## src/rtl/tt_vpu_mask_pkg.sv

```systemverilog
// Shared state type and item-field layout for the VPU mask/index memop channel.
// A buffered item carries the 65-bit payload plus the producer's last-item flag on top.
package tt_vpu_mask_pkg;

    typedef enum logic [1:0] {
        IDLE  = 2'd0,
        ISSUE = 2'd1,
        DONE  = 2'd2
    } seqState_t;

    localparam int ITEM_W             = 65;
    localparam int MASK_BIT           = 64;
    localparam int IDX_MSB            = 63;
    localparam int MASK_BITS_PER_ITEM = 64;
    localparam int MASK_SEL_W         = $clog2(MASK_BITS_PER_ITEM);
    localparam int LAST_BIT           = ITEM_W;
    localparam int FIFO_W             = ITEM_W + 1;

endpackage

```

## src/rtl/tt_credit_fifo.sv

```systemverilog
// Small item FIFO whose depth equals the producer's credit count; every pop returns one
// credit as a registered single-cycle pulse on the following cycle.
module tt_credit_fifo #(
    parameter int DEPTH = 2,
    parameter int WIDTH = 66
) (
    input  logic             i_clk,
    input  logic             i_reset_n,
    input  logic             i_push,
    input  logic [WIDTH-1:0] i_push_data,
    input  logic             i_pop,
    output logic [WIDTH-1:0] o_head,
    output logic             o_empty,
    output logic             o_overflow,
    output logic             o_credit
);

    localparam int PTR_W = (DEPTH > 1) ? $clog2(DEPTH) : 1;
    localparam int CNT_W = $clog2(DEPTH + 1);

    logic [WIDTH-1:0] mem_q [DEPTH];
    logic [PTR_W-1:0] wrPtr_q;
    logic [PTR_W-1:0] rdPtr_q;
    logic [CNT_W-1:0] count_q;
    logic             credit_q;
    logic             full;
    logic             doPop;
    logic             doPush;

    // A push into a full FIFO is still legal when the head leaves in the same cycle.
    assign o_empty    = (count_q == '0);
    assign full       = (count_q == CNT_W'(DEPTH));
    assign doPop      = i_pop && !o_empty;
    assign doPush     = i_push && (!full || doPop);
    assign o_overflow = i_push && full && !doPop;
    assign o_head     = mem_q[rdPtr_q];
    assign o_credit   = credit_q;

    function automatic logic [PTR_W-1:0] ptrInc(input logic [PTR_W-1:0] ptr);
        return (ptr == PTR_W'(DEPTH - 1)) ? '0 : ptr + PTR_W'(1);
    endfunction

    always_ff @(posedge i_clk or negedge i_reset_n) begin
        if (!i_reset_n) begin
            for (int i = 0; i < DEPTH; i++) begin
                mem_q[i] <= '0;
            end
            wrPtr_q  <= '0;
            rdPtr_q  <= '0;
            count_q  <= '0;
            credit_q <= 1'b0;
        end else begin
            if (doPush) begin
                mem_q[wrPtr_q] <= i_push_data;
                wrPtr_q        <= ptrInc(wrPtr_q);
            end
            if (doPop) begin
                rdPtr_q <= ptrInc(rdPtr_q);
            end
            if (doPush && !doPop) begin
                count_q <= count_q + CNT_W'(1);
            end else if (!doPush && doPop) begin
                count_q <= count_q - CNT_W'(1);
            end
            credit_q <= doPop;
        end
    end

endmodule

```

## src/rtl/tt_mask_idx_sequencer.sv

```systemverilog
// Consumer-side sequencer for the mask/index channel: buffers items, returns credits and
// expands each memop into a per-element issue stream for the LSU address generator.
module tt_mask_idx_sequencer
    import tt_vpu_mask_pkg::*;
#(
    parameter int VLEN         = 256,
    parameter int MASK_CREDITS = 2
) (
    input  logic                       i_clk,
    input  logic                       i_reset_n,
    input  logic                       i_start,
    input  logic                       i_is_indexed,
    input  logic                       i_is_masked,
    input  logic [$clog2(VLEN+1)-1:0]  i_vl,
    input  logic                       i_mask_idx_valid,
    input  logic [ITEM_W-1:0]          i_mask_idx_item,
    input  logic                       i_mask_idx_last_idx,
    output logic                       o_mask_idx_credit,
    output logic                       o_elem_valid,
    input  logic                       i_elem_ready,
    output logic [$clog2(VLEN)-1:0]    o_elem_num,
    output logic [63:0]                o_elem_offset,
    output logic                       o_elem_active,
    output logic                       o_elem_last,
    output logic                       o_busy,
    output logic                       o_done,
    output logic                       o_err
);

    localparam int VL_W  = $clog2(VLEN + 1);
    localparam int CNT_W = $clog2(VLEN);

    seqState_t         state_q;
    logic [CNT_W-1:0]  elemCnt_q;
    logic [VL_W-1:0]   vl_q;
    logic              indexed_q;
    logic              masked_q;
    logic              err_q;

    logic [FIFO_W-1:0] fifoHead;
    logic              fifoEmpty;
    logic              fifoOverflow;
    logic              fifoPop;
    logic              inIssue;
    logic              unmaskedStrided;
    logic              elemValid;
    logic              accept;
    logic              elemLast;
    logic              itemEnd;
    logic              headActive;
    logic              startAccept;
    logic              errSet;

    tt_credit_fifo #(
        .DEPTH (MASK_CREDITS),
        .WIDTH (FIFO_W)
    ) u_fifo (
        .i_clk       (i_clk),
        .i_reset_n   (i_reset_n),
        .i_push      (i_mask_idx_valid),
        .i_push_data ({i_mask_idx_last_idx, i_mask_idx_item}),
        .i_pop       (fifoPop),
        .o_head      (fifoHead),
        .o_empty     (fifoEmpty),
        .o_overflow  (fifoOverflow),
        .o_credit    (o_mask_idx_credit)
    );

    // Unmasked unit/strided ops never need an item, so they issue without waiting on the FIFO.
    assign inIssue         = (state_q == ISSUE);
    assign unmaskedStrided = !indexed_q && !masked_q;
    assign elemValid       = inIssue && (!fifoEmpty || unmaskedStrided);
    assign accept          = elemValid && i_elem_ready;
    assign elemLast        = (VL_W'(elemCnt_q) == (vl_q - VL_W'(1)));
    assign itemEnd         = (elemCnt_q[MASK_SEL_W-1:0] == MASK_SEL_W'(MASK_BITS_PER_ITEM - 1));
    assign fifoPop         = accept && (indexed_q || (masked_q && (itemEnd || elemLast)));
    assign startAccept     = (state_q == IDLE) && i_start;

    always_comb begin
        headActive = 1'b1;
        if (masked_q) begin
            headActive = indexed_q ? fifoHead[MASK_BIT] : fifoHead[elemCnt_q[MASK_SEL_W-1:0]];
        end
    end

    // The item closing the op must be exactly the one the producer tagged as last.
    assign errSet = fifoOverflow
                 || (fifoPop && (fifoHead[LAST_BIT] != elemLast))
                 || ((state_q == DONE) && !fifoEmpty);

    assign o_elem_valid  = elemValid;
    assign o_elem_num    = elemCnt_q;
    assign o_elem_offset = (inIssue && indexed_q) ? fifoHead[IDX_MSB:0] : 64'd0;
    assign o_elem_active = inIssue && headActive;
    assign o_elem_last   = inIssue && elemLast;
    assign o_busy        = (state_q != IDLE);
    assign o_done        = (state_q == DONE);
    assign o_err         = err_q;

    always_ff @(posedge i_clk or negedge i_reset_n) begin
        if (!i_reset_n) begin
            state_q   <= IDLE;
            elemCnt_q <= '0;
            vl_q      <= '0;
            indexed_q <= 1'b0;
            masked_q  <= 1'b0;
            err_q     <= 1'b0;
        end else begin
            err_q <= (err_q && !startAccept) || errSet;
            case (state_q)
                IDLE: begin
                    if (i_start) begin
                        vl_q      <= i_vl;
                        indexed_q <= i_is_indexed;
                        masked_q  <= i_is_masked;
                        elemCnt_q <= '0;
                        state_q   <= (i_vl == '0) ? DONE : ISSUE;
                    end
                end
                ISSUE: begin
                    if (accept) begin
                        if (elemLast) begin
                            state_q <= DONE;
                        end else begin
                            elemCnt_q <= elemCnt_q + CNT_W'(1);
                        end
                    end
                end
                DONE: begin
                    state_q <= IDLE;
                end
                default: begin
                    state_q <= IDLE;
                end
            endcase
        end
    end

endmodule
```

## config.mk

```make
export PLATFORM = sky130hd
export DESIGN_NAME = tt_mask_idx_sequencer
export DESIGN_NICKNAME = d
export VERILOG_FILES = /design/src/rtl/tt_vpu_mask_pkg.sv /design/src/rtl/tt_credit_fifo.sv /design/src/rtl/tt_mask_idx_sequencer.sv
export SDC_FILE = /design/constraint.sdc
export NUM_CORES = 1
export LEC_CHECK = 0
export BUFFER_PORTS_ARGS = -buffer_cell sky130_fd_sc_hd__buf_2
export CAP_MARGIN = 40
export CORE_ASPECT_RATIO = 1.2
export CORE_MARGIN = 2
export CORE_UTILIZATION = 47
export CTS_CLUSTER_DIAMETER = 150
export DETAILED_ROUTE_END_ITERATION = 16
export PLACE_DENSITY_LB_ADDON = 0.25
export SYNTH_ARGS = -nofsm -noshare
export SYNTH_HDL_FRONTEND = slang
export SYNTH_HIERARCHICAL = 1
export SYNTH_SLANG_ARGS = --single-unit
export TNS_END_PERCENT = 1
```

## constraint.sdc

```tcl
create_clock -name i_clk -period 4.7 [get_ports i_clk]
set_clock_uncertainty 0.2 [all_clocks]
set_input_delay 0.47 -clock i_clk [delete_from_list [all_inputs] [get_ports i_clk]]
set_output_delay 0.47 -clock i_clk [all_outputs]
set_load 0.005 [all_outputs]
```

# After elaboration in Yosys (flattened, before gate mapping)
# Index checks and enable logic that the tools add are counted.
[totals] register_bits=159 latchBits=0 ramBits=0 romBits=0 input_bits=82 output_inout_bits=79 wordCells=100 n_memories=0
[classes] add_sub_neg=6 mul=0 div=0 n_lt_le_gt_ge=4 n_eq_ne=10 shift=0 muxes=24 n_bitwise=2 n_reduce_logical=42
[op_table] operator="66-bit 2-to-1 mux" n=4
[op_table] operator="132-bit bitwise mux" n=1
[op_table] operator="66-bit demux with 1-bit select" n=1
[op_table] operator="64-bit 2-to-1 mux" n=1
[op_table] operator="8-bit 2-to-1 mux" n=3
[op_table] operator="1-bit logical AND" n=19
[op_table] operator="8-bit case mux with 2 select lines" n=1
[op_table] operator="2-bit 2-to-1 mux" n=6
[op_table] operator="8-bit by 9-bit == test with 1-bit output" n=1
[op_table] operator="9-bit zero test" n=1
[op_table] operator="9-bit by 1-bit subtractor with 9-bit output, second input constant" n=1
[op_table] operator="8-bit by 1-bit adder with 8-bit output, second input constant" n=1
[op_table] operator="6-bit by 8-bit < comparator with 1-bit output, second input constant" n=1
[op_table] operator="1-bit zero test" n=7
[op_table] operator="1-bit logical OR" n=7
[op_table] operator="1-bit binary-select mux with 6-bit select" n=1
[op_table] operator="6-bit == test, second input constant" n=1
[op_table] operator="2-bit nonzero test" n=3
[op_table] operator="1-bit 2-to-1 mux" n=5
[op_table] operator="2-bit == test, second input constant" n=2
[op_table] operator="2-bit greater-or-equal comparator, second input constant" n=2
[op_table] operator="2-bit zero test" n=2
[op_table] operator="2-bit by 1-bit != test with 1-bit output, second input constant" n=2
[op_table] operator="2-bit != test, second input constant" n=2
[op_table] operator="other kinds (11)" n=13

# Logic depth before layout (Yosys ltp)
# Gate-level depths: netlist (run 1).
[depth] word_depth=13 ltp_mapped=14 ltp_nobuf=14

# Modules after synthesis
# The synthesis (run 1) kept the hierarchy.
[by_module_without_submodules] module="tt_credit_fifo" instances=1 cells_per_inst=372 area_per_inst_um2=6088.3 seq_area_each_um2=3428.3
[by_module_without_submodules] module="tt_mask_idx_sequencer" instances=1 cells_per_inst=312 area_per_inst_um2=2517.4 seq_area_each_um2=550.5

# Least setup slack after synthesis (run 1)
# No wires, ideal clock.
[synth_path] path_kind="register to register" start="register vl_q[0]" end="register u_fifo/mem_q[115] (netlist bit)" setup_time_ns=0.127 arrival_ns=3.019 required_ns=4.373 slack_ns=1.354 path_stages_with_launch=14 n_path_buf=2 synth_period_minus_slack_ns=3.346 cell_sequence="dfrtp_1 -> inv_1 -> ha_1 -> nor2b_1 -> or3_1 -> a31o_1 -> nor4_4 -> nand3_4 -> a21oi_1 -> nor3b_2 -> nor3b_2 -> buf_6 -> buf_6 -> mux2_1"
[synth_between] elab_chain_len=9
[synth_lines] element="start, declared" line="tt_mask_idx_sequencer.sv:35" source="logic [VL_W-1:0] vl_q;"
[synth_lines] element="start signal, assigned" line="tt_mask_idx_sequencer.sv:113" source="vl_q <= i_vl;"
[synth_lines] element="9-bit by 1-bit subtractor with 9-bit output" line="tt_mask_idx_sequencer.sv:74" source="assign elemLast = (VL_W'(elemCnt_q) == (vl_q - VL_W'(1)));"
[synth_lines] element="8-bit by 9-bit == test with 1-bit output" line="tt_mask_idx_sequencer.sv:74"
[synth_lines] element="1-bit logical OR" line="tt_mask_idx_sequencer.sv:76" source="assign fifoPop = accept && (indexed_q || (masked_q && (itemEnd || elemLast)));"
[synth_lines] element="1-bit logical AND" line="tt_mask_idx_sequencer.sv:76"
[synth_lines] element="1-bit logical OR" line="tt_mask_idx_sequencer.sv:76"
[synth_lines] element="1-bit logical AND" line="tt_mask_idx_sequencer.sv:76"
[synth_lines] element="net fifoPop" line="tt_mask_idx_sequencer.sv:43" source="logic fifoPop;"
[synth_lines] element="1-bit logical AND" line="tt_credit_fifo.sv:33" source="assign doPop = i_pop && !o_empty;"
[synth_lines] element="1-bit logical OR" line="tt_credit_fifo.sv:34" source="assign doPush = i_push && (!full || doPop);"
[synth_lines] element="1-bit logical AND" line="tt_credit_fifo.sv:34"
[synth_lines] element="end signal, assigned by index" line="tt_credit_fifo.sv:54" source="mem_q[wrPtr_q] <= i_push_data;"
[synth_lines] element="end, declared" line="tt_credit_fifo.sv:21" source="logic [WIDTH-1:0] mem_q [DEPTH];"
# The timed path passes the listed nets, and every way through them passes these cells.
# A chain may end at the register's enable or synchronous reset.

# Worst setup path in the final report (run 1)
[layout_path] start="register u_fifo.rdPtr_q" end="output o_elem_active"
[layout_between] elab_chain_len=9
[layout_lines] element="start, declared" line="tt_credit_fifo.sv:23" source="logic [PTR_W-1:0] rdPtr_q;"
[layout_lines] element="start signal, assigned" line="tt_credit_fifo.sv:58" source="rdPtr_q <= ptrInc(rdPtr_q);"
[layout_lines] element="1-bit NOT with 2-bit output (implied by the code)" line="tt_credit_fifo.sv:36" source="assign o_head = mem_q[rdPtr_q];"
[layout_lines] element="66-bit 2-to-1 mux (implied by the code) (3 in a row)" line="tt_credit_fifo.sv:36"
[layout_lines] element="net fifoHead[15]" line="tt_mask_idx_sequencer.sv:40" source="logic [FIFO_W-1:0] fifoHead;"
[layout_lines] element="1-bit binary-select mux with 6-bit select" line="tt_mask_idx_sequencer.sv:82" source="headActive = indexed_q ? fifoHead[MASK_BIT] : fifoHead[elemCnt_q[MASK_SEL_W-1:0]];"
[layout_lines] element="1-bit 2-to-1 mux (implied by the code)" line="tt_mask_idx_sequencer.sv:82"
[layout_lines] element="1-bit 2-to-1 mux" line="tt_mask_idx_sequencer.sv:82"
[layout_lines] element="1-bit 2-to-1 mux" line="tt_mask_idx_sequencer.sv:81" source="if (masked_q) begin"
[layout_lines] element="1-bit logical AND" line="tt_mask_idx_sequencer.sv:94" source="assign o_elem_active = inIssue && headActive;"
[layout_lines] element="end, declared" line="tt_mask_idx_sequencer.sv:23" source="output logic o_elem_active,"
# The timed path passes the listed nets, and every way through them passes these cells. The select of a mux whose other input is x is not followed.

==> results of run 1 <==
per-layer routing:
layer | share of wire | global-route usage
met1 | 0.42 | 0.287
met2 | 0.50 | 0.374
met3 | 0.054 | 0.0555
met4 | 0.029 | 0.0968
met5 | 0.00060 | 0
Yosys cell counts, drive strengths merged, types with 3 or more instances:
library cell,number
clkbuf,22
nor2,23
nand4,4
nand3,7
nand2b,6
a31oi,3
nor4,3
dfrtp,159
inv,10
a21oi,8
nor3,5
buf,25
mux2,201
mux4,11
and3,66
mux2i,11
nor2b,6
nor3b,3
o211ai,3
xnor2,8
xor2,8
ha,3
o21ai,12
nand2,44
power by group:
part	switching, mW	leakage (nW)	internal (mW)	total (mW)
clock	0.543	0.281	0.843	1.39
sequential	0.534	1.88	2.06	2.60
combinational	1.78	2.64	2.09	3.87
cells by family after synthesis:
kind of cell,share of synthesized area
AOI/OAI and AO/OA,0.0366
xor gates and xnor gates,0.0163
DFF,0.462
buffers and inverters,0.0411
and+or+nand+nor,0.117
adders and majority gates,0.00436
muxes,0.322
state kept, by name, indices dropped and copies added (netlist names), 2 cells and up:
name / cells
u_fifo/mem_q: 132
vl_q: 9
o_elem_num: 8
state_q: 2
u_fifo/count_q: 2
per-stage QoR:
stage	cell area, sq um	power [mW]	hold WS (ns)
floorplan	8610	5.30	-0.0256
global placement	9500	6.30	0.263
detailed placement	9530	6.46	0.272
CTS	10100	7.90	0.0405
global route	10100	8.34	0.0645
finish	10100	7.85	0.0581
worst max-delay path, stage by stage (launching register included):
cell and delay (ns):
dfrtp_2 0.71, buf_4 0.49, mux2_2 0.40, mux2i_1 0.24, nor2_1 0.06, a2111oi_0 0.36
o21a_1 0.18, a311oi_1 0.05, nor3b_1 0.22, a21oi_1 0.11, buf_2 0.14
final timing paths:
path / end / slack, ns / start / depth (start not counted)
hold reg to reg: u_fifo/mem_q[74] / 0.28 / u_fifo/mem_q[74] / 1
max in group asynchronous: u_fifo/mem_q[114] / 2.78 / i_reset_n / 3
setup reg to reg: u_fifo/mem_q[112] / 0.92 / vl_q[0] / 12
hold / removal: vl_q[2] / 0.06 / i_vl[2] / 3
min in group asynchronous: u_fifo/mem_q[38] / 0.43 / i_reset_n / 2
setup / recovery: o_elem_active / 0.64 / u_fifo/rdPtr_q / 10
area by class of cell:
class	instances	area (sq um)
fill	1534	7910
multi-input combinational	468	4290
sequential	159	3980
timing repair buffer	173	948
clock buffer	25	495
tap	224	280
clock inverter	7	100
inverter	10	37.5
antenna	1	2.50
==> results.cfg, run 1 <==
[synth]
netlist_instances = 684
ys_ff_latch = 159
synth_top_area_share = 0.462
synth_edf_count = 0
yosys.area.top_type = dfrtp_1
syn-num-nets = 769
async_flop_share = 1.00
netlist_area_sq_mm = 0.00861
ys_warn_count = 6
seq_area_frac_synth = 0.462
synth_cell_types = 62
synth_area_leaders = dfrtp_1 (46%), mux2_2 (16%), mux2_4 (7.2%)
ys.flop_type = dfrtp_1
syn_area_per_cell_sq_um = 12.6

[cells_and_area]
fin_cells = 1067
nNetsFinal = 914
area_growth_pct = 17.8
layout-drive-gt1-share = 0.463
fin_util = 0.562
mostFrequentLayoutCell = buf_2
mostFrequentLayoutCells = buf_2 (159), dfrtp_1 (156), mux2_2 (120)

[job]
cap_violations = 0

[sta]
fin_ws_ns = 0.635
maxSlewViolCount = 0
max_freq_mhz = 246
fin_tns_setup_ns = 0
relSlewSlack = 0.523
min_period_ns = 4.06
tightestPinTransition_ns = 0.715
setup_viol = 0
grt_setup_unrepaired = no
hold_viol = 0
period_share = 0.865

[floorplanning]
core_area_sq_mm = 0.0180
ios = 161
num_rows = 54
die_h_um = 152
die_width_um = 128
start_util = 0.477
die-area_sq_mm = 0.0194

[global_routing]
grt_max_degree = 76
grt_pass1_wl_um = 34800
gr-total-overflow = 0
antenna_found_initial = 2
grt_pass1_vias = 6612
grt_usage = 0.228

[routing]
viasPerCell = 5.71
routed_wl_um = 21600
vias = 6094
wl_per_cell_um = 20.2
drc = 0
dr.pass1.iters = 8
ant_nets = 0
drt_iter0_drc = 335

[clock_network]
cts.sinks = 159
cts_resized = 0
h-tree-depth = 4
clkTransAtPathRegs_ns = 0.06
post_cts_buffers = 0
root_buffer = clkbuf_16
ctsHoldBuffers = 1
clock_path_buffers = 2
cts_buffers = 17
insertion_delay_ns = 0.42
cts_tree = built

[placement]
dpl.cell_count = 1033
dp_slack_ns = 0.955
port_buffers = 160
dp_hpwl_um = 14800
gp_congestion = 0.865

[worst_setup_path]
crit_type = reg -> out
required_ns = 4.03
critPathLaunchType = register
worstPathMaxFanout = 30
arrival_ns = 3.39
endpoint_kind = output pin

[outcome]
status = complete, no violations

[power]
cellLeakagePower_nw = 4.80
pwr_density_cell_mw_per_mm2 = 775
max-vdd-ir-drop_mv = 0.347

[hold_path]
hold_class = in -> reg
(Power assumes the default switching activity.)
==> inputs of run 2 (changes only) <==
Settings changed: REMOVE_ABC_BUFFERS set to 1.
==> run 2 against run 1 <==
  * Worst hold slack got worse by 0.010 ns
  * Cell count fell by 0.19%
  * Critical path type unchanged
  * Via count fell by 2.2%
  * Highest routed layer is now met4
  * Routed wire length fell by 0.78%
==> results.cfg, run 2 (synthesized netlist as in run 1, its figures left out) <==
[clock_network]
cts_resized = 0
h-tree-depth = 4
cts.sinks = 159
root_buffer = clkbuf_16
cts_buffers = 17
clkTransAtPathRegs_ns = 0.06
cts_tree = built
insertion_delay_ns = 0.43
clock_path_buffers = 2

[sta]
tightestPinTransition_ns = 0.795
min_period_ns = 4.15
setup_viol = 0
hold_viol = 0
maxSlewViolCount = 0
period_share = 0.884
holdWs_ns = 0.0477
fin_tns_setup_ns = 0
grt_setup_unrepaired = no
max_freq_mhz = 241
relSlewSlack = 0.470
fin_ws_ns = 0.547

[worst_setup_path]
worstPathMaxFanout = 50
crit_type = reg -> out
worstReg2RegEnd = u_fifo/mem_q[17]
crit_end = o_elem_active
reg2reg_depth = 12
endpoint_kind = output pin
critPathLaunchType = register
startpoint = u_fifo/rdPtr_q
rr_startpoint = vl_q[0]
arrival_ns = 3.48
reg2reg_slack_ns = 0.81
required_ns = 4.03

[cells_and_area]
largest_register_ffs = 132
layout-drive-gt1-share = 0.465
diodes = 0
mostFrequentLayoutCells = buf_2 (159), dfrtp_1 (156), mux2_2 (120)
fin_area_sq_mm = 0.0101
nNetsFinal = 914
area_growth_pct = 17.7
fill_cells = 1531
mostFrequentLayoutCell = buf_2
fin_util = 0.561
regMostFlops = u_fifo/mem_q

[hold_path]
hold_class = in -> reg

[floorplanning]
num_rows = 54
core_area_sq_mm = 0.0180
start_util = 0.477
ios = 161
die-area_sq_mm = 0.0194
die_h_um = 152
die_width_um = 128

[routing]
dr.pass1.iters = 4
drt_iter0_drc = 335
wl_per_cell_um = 20.1
routed_wl_um = 21400
ant_nets = 0
drc = 0
viasPerCell = 5.60
vias = 5960

[global_routing]
grt_pass1_wl_um = 35200
gr-total-overflow = 0
grt_max_degree = 88
grt_usage = 0.230
antenna_found_initial = 0
grt_pass1_vias = 6553

[placement]
place_area_sq_mm = 0.00950
dp_hpwl_um = 14300
dp_slack_ns = 0.839
port_buffers = 160
gp_congestion = 0.846

[outcome]
status = complete, no violations

[job]
cap_violations = 0

[power]
cellLeakagePower_nw = 4.81
pwr_density_cell_mw_per_mm2 = 774
max-vdd-ir-drop_mv = 0.374
[run 2: per-stage QoR]
stage	instances	power [mW]
final	1065	7.84
after global routing	1065	8.39
after CTS	1065	7.90
after detailed placement	1033	6.42
after global placement	1032	6.27
after floorplan	637	5.20
[run 2: worst max-delay path, cell delays in order, from the launching register on]
cell and delay [ns]:
dfrtp_4 0.93, buf_4 0.41, mux2_2 0.38, mux2i_1 0.16, nor3_1 0.07, a2111oi_0 0.41
o21a_1 0.18, a311oi_1 0.04, nor3b_1 0.21, a21oi_1 0.10, buf_2 0.15
[run 2: final cells by class]
cell class	count	area, sq um	area share
Timing Repair Buffer	173	923	0.0912
Clock buffer	20	447	0.0441
Sequential cell	159	3990	0.394
Multi-Input combinational cell	468	4290	0.423
Tap cell	224	280	0.0277
Clock inverter	11	166	0.0164
Inverter	10	37.5	0.00371
[run 2: repair_timing]
| action | CTS | global route |
|---|---|---|
| hold buffers | 1 | 0 |
| buffers inserted | 0 | 0 |
| hold endpoints to repair | 85 | 0 |
[run 2: power by group]
| group | internal, mW | leakage (nW) | switching [mW] | total [mW] |
|---|---|---|---|---|
| sequential | 2.06 | 1.88 | 0.573 | 2.63 |
| clock | 0.897 | 0.292 | 0.550 | 1.45 |
| combinational | 2.07 | 2.63 | 1.69 | 3.76 |
| total | 5.03 | 4.81 | 2.81 | 7.84 |
[run 2: per-layer routing]
metal,part of all wire,up-vias,routed length [um],global-route usage
li1,-,2761,-,-
met1,0.41,3012,8680,0.282
met2,0.52,168,11200,0.409
met3,0.057,19,1220,0.0509
met4,0.013,0,283,0.0607
met5,0,-,0,0
[run 2: how the worst min path moves through the flow]
stage | slack [ns] | depth (start not counted) | end | start
6_report | 0.05 | 3 | vl_q[5] | i_vl[5]
5_1_grt | 0.05 | 3 | vl_q[5] | i_vl[5]
4_1_cts | 0.04 | 3 | vl_q[5] | i_vl[5]
3_5_place_dp | 0.27 | 1 | u_fifo/mem_q[125] | u_fifo/mem_q[125]
3_3_place_gp | 0.26 | 1 | u_fifo/mem_q[67] | u_fifo/mem_q[67]
2_1_floorplan | -0.03 | 0 | indexed_q | i_reset_n
